**src/rtl/timer_counter.sv**
```systemverilog
// timer_counter: memory-mapped programmable down-counter with interrupt.
//
// Software programs three word registers through the bridge:
//   Addr 0  CTRL   {.., IM[3], Mode[2:1], Enable[0]}  (write also clears a pending request)
//   Addr 1  PRESET reload value (read/write)
//   Addr 2  COUNT  current count (read-only)
//   Addr 3  reserved, reads 0
// Mode 1 auto-reloads (periodic); every other mode value is one-shot.
//
// Ports:
//   clk    system clock, all state changes on the rising edge
//   reset  synchronous, active-high
//   Addr   word offset (bus address [3:2])
//   We     write strobe, commits on the rising edge
//   DIn    write data
//   DOut   read data, combinational from Addr
//   IRQ    interrupt request (IM & irq_flag), driven only from registers
module timer_counter #(
  parameter int WIDTH = 32
) (
  input  logic             clk,
  input  logic             reset,
  input  logic [1:0]       Addr,
  input  logic             We,
  input  logic [WIDTH-1:0] DIn,
  output logic [WIDTH-1:0] DOut,
  output logic             IRQ
);

  localparam logic [1:0] A_CTRL   = 2'd0;
  localparam logic [1:0] A_PRESET = 2'd1;
  localparam logic [1:0] A_COUNT  = 2'd2;

  typedef enum logic [1:0] {
    S_IDLE = 2'd0,
    S_LOAD = 2'd1,
    S_CNT  = 2'd2,
    S_INT  = 2'd3
  } state_e;

  state_e           state_q, state_d;
  logic             en_q, en_d;
  logic [1:0]       mode_q, mode_d;
  logic             im_q, im_d;
  logic             flag_q, flag_d;
  logic [WIDTH-1:0] preset_q, preset_d;
  logic [WIDTH-1:0] count_q, count_d;

  always_ff @(posedge clk) begin
    if (reset) begin
      state_q  <= S_IDLE;
      en_q     <= 1'b0;
      mode_q   <= 2'b00;
      im_q     <= 1'b0;
      flag_q   <= 1'b0;
      preset_q <= '0;
      count_q  <= '0;
    end else begin
      state_q  <= state_d;
      en_q     <= en_d;
      mode_q   <= mode_d;
      im_q     <= im_d;
      flag_q   <= flag_d;
      preset_q <= preset_d;
      count_q  <= count_d;
    end
  end

  always_comb begin
    state_d  = state_q;
    en_d     = en_q;
    mode_d   = mode_q;
    im_d     = im_q;
    flag_d   = flag_q;
    preset_d = preset_q;
    count_d  = count_q;

    case (state_q)
      S_IDLE: if (en_q) state_d = S_LOAD;
      S_LOAD: begin
        count_d = preset_q;
        state_d = S_CNT;
      end
      S_CNT: begin
        if (!en_q) begin
          state_d = S_IDLE;          // pause: COUNT frozen
        end else if (count_q == '0) begin
          state_d = S_INT;
          flag_d  = 1'b1;
        end else begin
          count_d = count_q - WIDTH'(1);
        end
      end
      S_INT: begin
        if (mode_q == 2'b01) begin
          state_d = S_LOAD;
          flag_d  = 1'b0;            // one-cycle pulse per period
        end else begin
          state_d = S_IDLE;
          en_d    = 1'b0;            // one-shot: flag held until CTRL write
        end
      end
      default: state_d = S_IDLE;
    endcase

    // Bus writes are applied last so they win over same-edge FSM updates.
    if (We) begin
      case (Addr)
        A_CTRL: begin
          {im_d, mode_d, en_d} = DIn[3:0];
          flag_d = 1'b0;
        end
        A_PRESET: preset_d = DIn;
        default: ;
      endcase
    end
  end

  always_comb begin
    DOut = '0;
    case (Addr)
      A_CTRL:   DOut[3:0] = {im_q, mode_q, en_q};
      A_PRESET: DOut = preset_q;
      A_COUNT:  DOut = count_q;
      default:  DOut = '0;
    endcase
  end

  assign IRQ = im_q & flag_q;

endmodule
```
**config.mk**
```make
export PLATFORM = sky130hd
export DESIGN_NAME = timer_counter
export DESIGN_NICKNAME = d
export VERILOG_FILES = /design/src/rtl/timer_counter.sv
export SDC_FILE = /design/constraint.sdc
export NUM_CORES = 1
export LEC_CHECK = 0
export CORE_ASPECT_RATIO = 1.1
export CORE_MARGIN = 4
export CORE_UTILIZATION = 45
export CTS_BUF_LIST = sky130_fd_sc_hd__clkbuf_8 sky130_fd_sc_hd__clkbuf_16
export CTS_CLUSTER_SIZE = 14
export DETAILED_ROUTE_END_ITERATION = 8
export GPL_ROUTABILITY_DRIVEN = 0
export PLACE_DENSITY = 0.67
export SYNTH_ARGS = -nofsm -noshare
export SYNTH_HDL_FRONTEND = slang
export SYNTH_SLANG_ARGS = --single-unit
export TNS_END_PERCENT = 30
```
**constraint.sdc**
```tcl
create_clock -name clk -period 3.4 [get_ports clk]
set_input_delay 0.68 -clock clk [delete_from_list [all_inputs] [get_ports clk]]
set_output_delay 0.68 -clock clk [all_outputs]
set_load 0.02 [all_outputs]
```
* Word level (Yosys, flattened, before mapping)
Index checks and enable logic that the tools add are counted.
** Storage, ports and cells
- Register bits after elaboration :: 71
- Bits of input ports :: 37
- Output and inout port bits :: 33
** Operators by class
- Add/sub/neg operators :: 1
- Equal/unequal tests :: 10
- Mux-type cells :: 20
- Bitwise gates (word level) :: 1
- Reductions and logical operators :: 8
** Operators by type and width (count)
- $mux W32 :: 2
- $pmux W32 S2 :: 1
- $pmux W28 S2 :: 1
- $logic_not A32 Y1 :: 1
- $sub A32 B1 Y32 const B :: 1
- $pmux W4 S3 :: 1
- $mux W1 :: 10
- $pmux W2 S4 :: 1
- $eq A2 B1 Y1 const B :: 3
- $eq A2 B2 Y1 const B :: 3
- $mux W2 :: 3
- $ne A2 B2 Y1 const B :: 3
- $reduce_and A2 Y1 :: 3
- $logic_not A2 Y1 :: 2
- $ne A3 B3 Y1 const B :: 1
- $reduce_and A3 Y1 :: 1
- $pmux W1 S2 :: 1
- $reduce_bool A2 Y1 :: 1
- $and A1 B1 Y1 :: 1

* Logic depth before layout (Yosys ltp)
Gate-level depths: netlist of the first run.
- Depth in word-level cells :: 6
- Mapped depth :: 10
- Mapped depth without buffers :: 8

* Worst setup path after synthesis of the first run
Ideal clock, no wire load.
- Path type :: register -> register
- Start :: register count_q[8]
- End :: register count_q[22]
- Setup time :: 0.132 ns
- Arrival time :: 2.315 ns
- Data required time :: 3.268 ns
- Slack :: 0.953 ns
- Cell stages (with the launch flop) :: 9
- Path buffers :: 2
- Period minus slack after synthesis :: 2.447 ns
- Cell sequence :: dfxtp_1 -> buf_6 -> or4_4 -> buf_6 -> or4_4 -> or3_4 -> o21a_1 -> o21ai_1 -> a21oi_1
** Between the ends
- Longest elaborated chain between the ends :: 4
- Elaborated cells on any way between the ends :: 7
- Classes of those cells :: add/sub: 1; eq/ne: 1; mux: 3; reduce/logical: 2
** RTL lines
- start: declaration :: line 47 : logic [WIDTH-1:0] count_q, count_d;
- start signal: assignment :: line 65 : count_q <= count_d;
- $sub A32 B1 Y32 :: line 91 : count_d = count_q - WIDTH'(1);
- $mux W32 :: line 87 : end else if (count_q == '0) begin
- $mux W32 :: line 85 : if (!en_q) begin
- $pmux W32 S2 :: line 78 : case (state_q)
Several ways; a longest one is shown, not always the timed one. The select of a mux whose other input is x is not followed.
A chain may end at the register's enable or synchronous reset.

* Final worst setup path of the first run
- Start :: input Addr[0]
- End :: output DOut[2]
** Between the ends
- Longest elaborated chain between the ends :: 2
- Elaborated cells on any way between the ends :: 4
- Classes of those cells :: eq/ne: 2; mux: 1; reduce/logical: 1
** RTL lines
- start: declaration :: line 23 : input logic [1:0] Addr,
- $eq A2 B2 Y1, or another cell as far along :: line 121 : case (Addr)
- $pmux W4 S3 * :: line 121
- end: declaration :: line 26 : output logic [WIDTH-1:0] DOut,
Every way passes the cells marked *; elsewhere a longest branch is shown, timed or not.

==> out/results.ini, run 1 <==
[worst_hold_path]
min_delay_path_depth = 2
hold_end = preset_q[30]
hp-class = reg -> reg
hold_start = preset_q[30]

[timing]
fmax_mhz = 303
finalCritPeriodShare_pct = 97.2
skew_ns = 0.00820
holdWs_ns = 0.472
rsz0062_at_grt = no
finalSetupViolCount = 0
slew_headroom_pct = 59.6
fin_setup_tns_ns = 0
slew_viol_final = 0
tightest_slew_ns = 0.606
fin_ws_ns = 0.0962
fin_crit_ns = 3.30
final-hold-violation-count = 0

[drt]
ant_nets = 0
wire_per_inst_um = 16.1
routed-via-count = 4237
drt_iter0_drc = 232
drc = 0
wirelength_mm = 11.6
dr.pass1.iters = 6
vias_per_cell = 5.85

[layout]
final_cell_mix = nand2_1 (104), a21oi_1 (71), dfxtp_1 (71)
syn2layout_area_growth_pct = 24.8
fill_cells = 856
final_common_cell = nand2_1
antennaDiodeCount = 0
layout.nets = 648
post_route_cells_drive_above_1_share_pct = 7.87

[run_status]
status = finished clean

[cts]
cts_buffers = 9
clk_latency_ns = 0.35
postCtsSetupRepairBufs = 0
cts_hold_buf = 0
cts_max_level = 3
cts-root-buf = clkbuf_8
cts.sinks = 71
cts_tree = yes
clk_pin_slew_ns = 0.07
clock_path_buffers = 2
cts_resized = 0

[setup_path]
worstReg2RegEnd = count_q[16]
cp_slowest_cell = clkdlybuf4s50_1
arrival_ns = 2.62
startpoint_type = primary input
worstSetupEndpointType = primary output
r2r_cells = 8
rrSetupSlack_ns = 0.85
path_cells = clkdlybuf4s50_1 -> inv_1 -> ha_1 -> buf_12 -> a222oi_1 -> nor2_1 -> clkdlybuf4s50_1
cpMostUsedCell = clkdlybuf4s50_1
worstPathMaxFanout = 32
worst-setup-path-type = in -> out
crit_start = Addr[0]
critPathMaxStageDelay_ns = 0.54
worstPathRequired_ns = 2.72
r2r-start = count_q[0]

[logic_synthesis]
muxShareOfSynthArea_pct = 0.247
synth_xor_area_share_pct = 0
synth_cell_types = 52
avgSynthCellArea_um2 = 7.27
syn-cell-area_um2 = 4060
yosys-top-cells-area = dfxtp_1 (35%), nand2_1 (9.6%), a21oi_1 (8.8%)
syn_nets = 601
synth-edff-count = 0
synth_fa_ha_area_share_pct = 1.85
synth_compound_area_share_pct = 27.3
synth_top_family_by_area = simple AND/OR/NAND/NOR gates
synth_flop_cell = dfxtp_1
synth-seq-cells = 71
syn_inst = 558
ys_warn_count = 0
ys_async_sr_fraction_pct = 0
yosysTopAreaCellShare_pct = 35.0
synthSimpleGateAreaFrac_pct = 29.9
yosysSeqAreaShare_pct = 35.0
yosysTopAreaCell = dfxtp_1

[power_and_ir_drop]
pwr-share-seq_pct = 48.8
clockPowerShare_pct = 41.2
sw_frac_of_total_pct = 24.1
combPwrFrac_pct = 10.0
vdd_drop_max_mv = 0.187
finalPower_mw = 1.76
p_int_mw = 1.34
power_density_nw_per_um2 = 348
switchingPower_mw = 0.424
p_leak_nw = 1.76

[global_routing]
met2_usage_pct = 37.9
grt_use_total_pct = 22.0
grt_pass1_vias = 3896
grt_pass1_wl_mm = 19.0
grt_busiest_layer = met2
antenna_found_initial = 0
grt_use_met3_pct = 3.11
grt_max_degree = 42
use_met1_pct = 28.2
overflow = 0

[placed_design]
port_buffers = 69
place_ws_ns = 0.0366
hpwl_mm = 8.10

[job]
maxCapViolations = 0

[floorplan]
io_pins = 70
rows = 36
die_h_um = 108
die_area_um2 = 10600
coreArea_um2 = 8830
die_width_um = 98.5
start_util_pct = 45.9

[layer usage]
layer	share of wire [%]	vias to the layer above	wire, um
li1	-	2085	-
met1	44	2012	5080
met2	49	126	5740
met3	5.5	14	636
met4	1.5	0	172
met5	0	-	0
[worst max path at each step]
stage | slack (ns) | cells past startpoint | to
2_1_floorplan | 0.95 | 8 | count_q[22]
3_3_place_gp | 0.17 | 7 | DOut[2]
3_5_place_dp | 0.04 | 7 | DOut[0]
4_1_cts | 0.04 | 7 | DOut[0]
5_1_grt | 0.01 | 7 | DOut[2]
6_report | 0.1 | 7 | DOut[2]
[layout make-up]
cell class / instances / area, um^2 / area share [%]
clock buffer: 9 / 124 / 2.45
clock inverter: 7 / 81.3 / 1.61
inverter: 5 / 18.8 / 0.371
multi-input combinational: 432 / 2420 / 47.7
sequential: 71 / 1420 / 28.1
tap: 114 / 143 / 2.82
timing repair buffer: 86 / 858 / 17.0
[cell usage after synthesis (2+ instances only)]
library cell	number
o31ai_1	5
or4_1	6
or4_4	2
o311ai_0	2
o21a_1	3
or3_1	2
a31oi_1	4
o211ai_1	2
or2_2	4
nor2b_1	31
a22o_1	2
o41ai_1	2
a21oi_1	71
inv_1	5
nor4_1	7
nand2b_1	4
a222oi_1	4
o21ai_0	22
nor3_1	18
a2bb2oi_1	2
nor4_2	2
nand3_1	10
nand4_1	2
o32ai_1	2
or3b_2	2
buf_6	2
ha_1	6
nand2_1	104
dfxtp_1	71
buf_2	6
clkbuf_1	41
a22oi_1	39
nor2_1	42
and2_1	3
a32o_1	2
o21ai_1	10
[kinds of logic after synthesis]
logic type | Yosys count
compound gates | 177
fa+ha+maj | 6
flops | 71
simple gates | 248
mux | 1
buf+inv | 55
[registers in the layout, indices dropped and copies added (netlist names)]
name	flops
count_q	32
en_q	1
flag_q	1
im_q	1
mode_q	2
preset_q	32
state_q	2
[metrics by stage]
stage	utilization, %	instance area [um^2]	instances
after floorplan	-	4060	558
after global placement	54.9	4850	708
after detailed placement	54.9	4850	708
after CTS	57.3	5050	724
after global routing	57.3	5060	724
final	57.3	5060	724
[critical path: cells and delay by family]
kind	cells	cell delay [ns]
AOI/OAI and AO/OA	1	0.30
adders and majority gates	1	0.24
buffers and inverters	4	1.33
and+or+nand+nor	1	0.07
[power groups by stage]
| stage | sequential [mW] | combinational (mW) | clock, mW |
|---|---|---|---|
| 5_1_grt | 0.861 | 0.192 | 0.771 |
| 6_report | 0.859 | 0.176 | 0.724 |
| 3_5_place_dp | 0.878 | 0.177 | 0 |
| 2_1_floorplan | 0.873 | 0.0926 | 0 |
| 3_3_place_gp | 0.878 | 0.173 | 0 |
| 4_1_cts | 0.859 | 0.177 | 0.738 |
No activity file was read; power rests on OpenSTA's default activity.
==> inputs of run 2 (changes only) <==
--- a/config.mk
+++ b/config.mk
@@ -6,7 +6,7 @@
 export NUM_CORES = 1
 export LEC_CHECK = 0
 export CORE_ASPECT_RATIO = 1.1
-export CORE_MARGIN = 4
+export CORE_MARGIN = 2
 export CORE_UTILIZATION = 45
 export CTS_BUF_LIST = sky130_fd_sc_hd__clkbuf_8 sky130_fd_sc_hd__clkbuf_16
 export CTS_CLUSTER_SIZE = 14
==> out/results.ini, run 2 (same netlist as run 1, synthesis figures left out) <==
[layout]
final_common_cell = nand2_1
layout.nets = 648
post_route_cells_drive_above_1_share_pct = 7.73
antennaDiodeCount = 0
syn2layout_area_growth_pct = 23.9
final_cell_mix = nand2_1 (104), a21oi_1 (71), dfxtp_1 (71)
postLayoutCellArea_um2 = 5030
seq_area_um2 = 1420
fill_cells = 870
multi_input_area_um2 = 2420
final_util_pct = 56.9
reg_top3 = count_q (32), preset_q (32)

[setup_path]
cp_slowest_cell = clkdlybuf4s50_1
r2r-start = count_q[0]
startpoint_type = primary input
worst-setup-path-type = in -> out
path_cells = clkdlybuf4s50_1 -> inv_1 -> ha_1 -> buf_12 -> nor2b_1 -> clkdlybuf4s50_1
worstPathMaxFanout = 28
crit_start = Addr[0]
critPathMaxStageDelay_ns = 0.63
worstSetupEndpointType = primary output
arrival_ns = 2.60
cpMostUsedCell = clkdlybuf4s50_1
path_buf_inv = 4
cp_top_family = buffers and inverters
worstPathRequired_ns = 2.72
rrSetupSlack_ns = 0.76

[timing]
tightest_slew_ns = 0.690
rsz0062_at_grt = no
slew_headroom_pct = 54.0
slew_viol_final = 0
finalCritPeriodShare_pct = 96.5
fmax_mhz = 305
skew_ns = 0.00600
final-hold-violation-count = 0
finalSetupViolCount = 0
fin_ws_ns = 0.117
fin_crit_ns = 3.28
fin_setup_tns_ns = 0

[cts]
postCtsSetupRepairBufs = 0
cts_buffers = 9
cts_tree = yes
cts-root-buf = clkbuf_8
clk_latency_ns = 0.34
cts.sinks = 71
clk_pin_slew_ns = 0.07
cts_resized = 0
cts_hold_buf = 0
cts_max_level = 3
clock_path_buffers = 2

[global_routing]
grt_pass1_wl_mm = 19.1
grt_use_total_pct = 23.8
grt_max_degree = 43
overflow = 0
antenna_found_initial = 0
grt_pass1_vias = 3835

[placed_design]
port_buffers = 69
hpwl_mm = 7.78
place_area_um2 = 4860
place_ws_ns = 0.131

[worst_hold_path]
hold_start = preset_q[30]
hp-class = reg -> reg

[power_and_ir_drop]
combPwrFrac_pct = 10.9
sw_frac_of_total_pct = 25.0
pwr-share-seq_pct = 52.6
clockPowerShare_pct = 36.5
finalPower_mw = 1.63
power_density_nw_per_um2 = 325
p_int_mw = 1.22
p_leak_nw = 1.68
switchingPower_mw = 0.408
vdd_drop_max_mv = 0.206

[drt]
drt_iter0_drc = 195
dr.pass1.iters = 6
ant_nets = 0
wire_per_inst_um = 15.8
routed-via-count = 4268
vias_per_cell = 5.91
drc = 0
wirelength_mm = 11.4

[floorplan]
die_width_um = 94.5
start_util_pct = 45.9
die_h_um = 104
coreArea_um2 = 8830
die_area_um2 = 9790
rows = 36
io_pins = 70

[job]
maxCapViolations = 0

[run_status]
status = finished clean

-- run 2: worst register-to-register path, delay by kind of cell (launching register included) --
kind            cells  cell delay, ns
simple gates        4            1.53
compound gates      2            0.38
flops               1            0.36
fa+ha+maj           1            0.20
buf+inv             1            0.12
-- run 2: layer usage --
metal  routed length, um  GRT usage [%]  up-vias
li1                    -              -     2095
met1                5180           32.7     2051
met2                5580           39.0      111
met3                 512           2.84       11
met4                 125           6.83        0
met5                   0              0        -
-- run 2: layout make-up --
| class | count | share of cell area (%) |
|---|---|---|
| multi-input combinational | 432 | 48.1 |
| sequential | 71 | 28.3 |
| timing repair buffer | 86 | 17.2 |
| clock buffer | 11 | 3.01 |
| tap | 114 | 2.84 |
| inverter | 5 | 0.373 |
| clock inverter | 3 | 0.249 |
-- run 2: per-stage QoR --
stage                     instances  hold slack (ns)
final                           722            0.470
after global placement          708            0.460
after global routing            722            0.490
after floorplan                 558            0.444
after detailed placement        708            0.463
after CTS                       722            0.473
-- run 2: final timing paths --
check	endpoint	depth (start not counted)
worst max-delay path	DOut[28]	6
worst min-delay path	preset_q[30]	2
worst min register to register	preset_q[30]	2
worst max register to register	count_q[16]	8
-- run 2: power groups by stage --
stage / clock network (mW) / registers, mW / logic (mW)
2_1_floorplan: 0 / 0.873 / 0.0926
3_3_place_gp: 0 / 0.878 / 0.173
3_5_place_dp: 0 / 0.878 / 0.177
4_1_cts: 0.604 / 0.859 / 0.178
5_1_grt: 0.639 / 0.861 / 0.194
6_report: 0.596 / 0.859 / 0.177
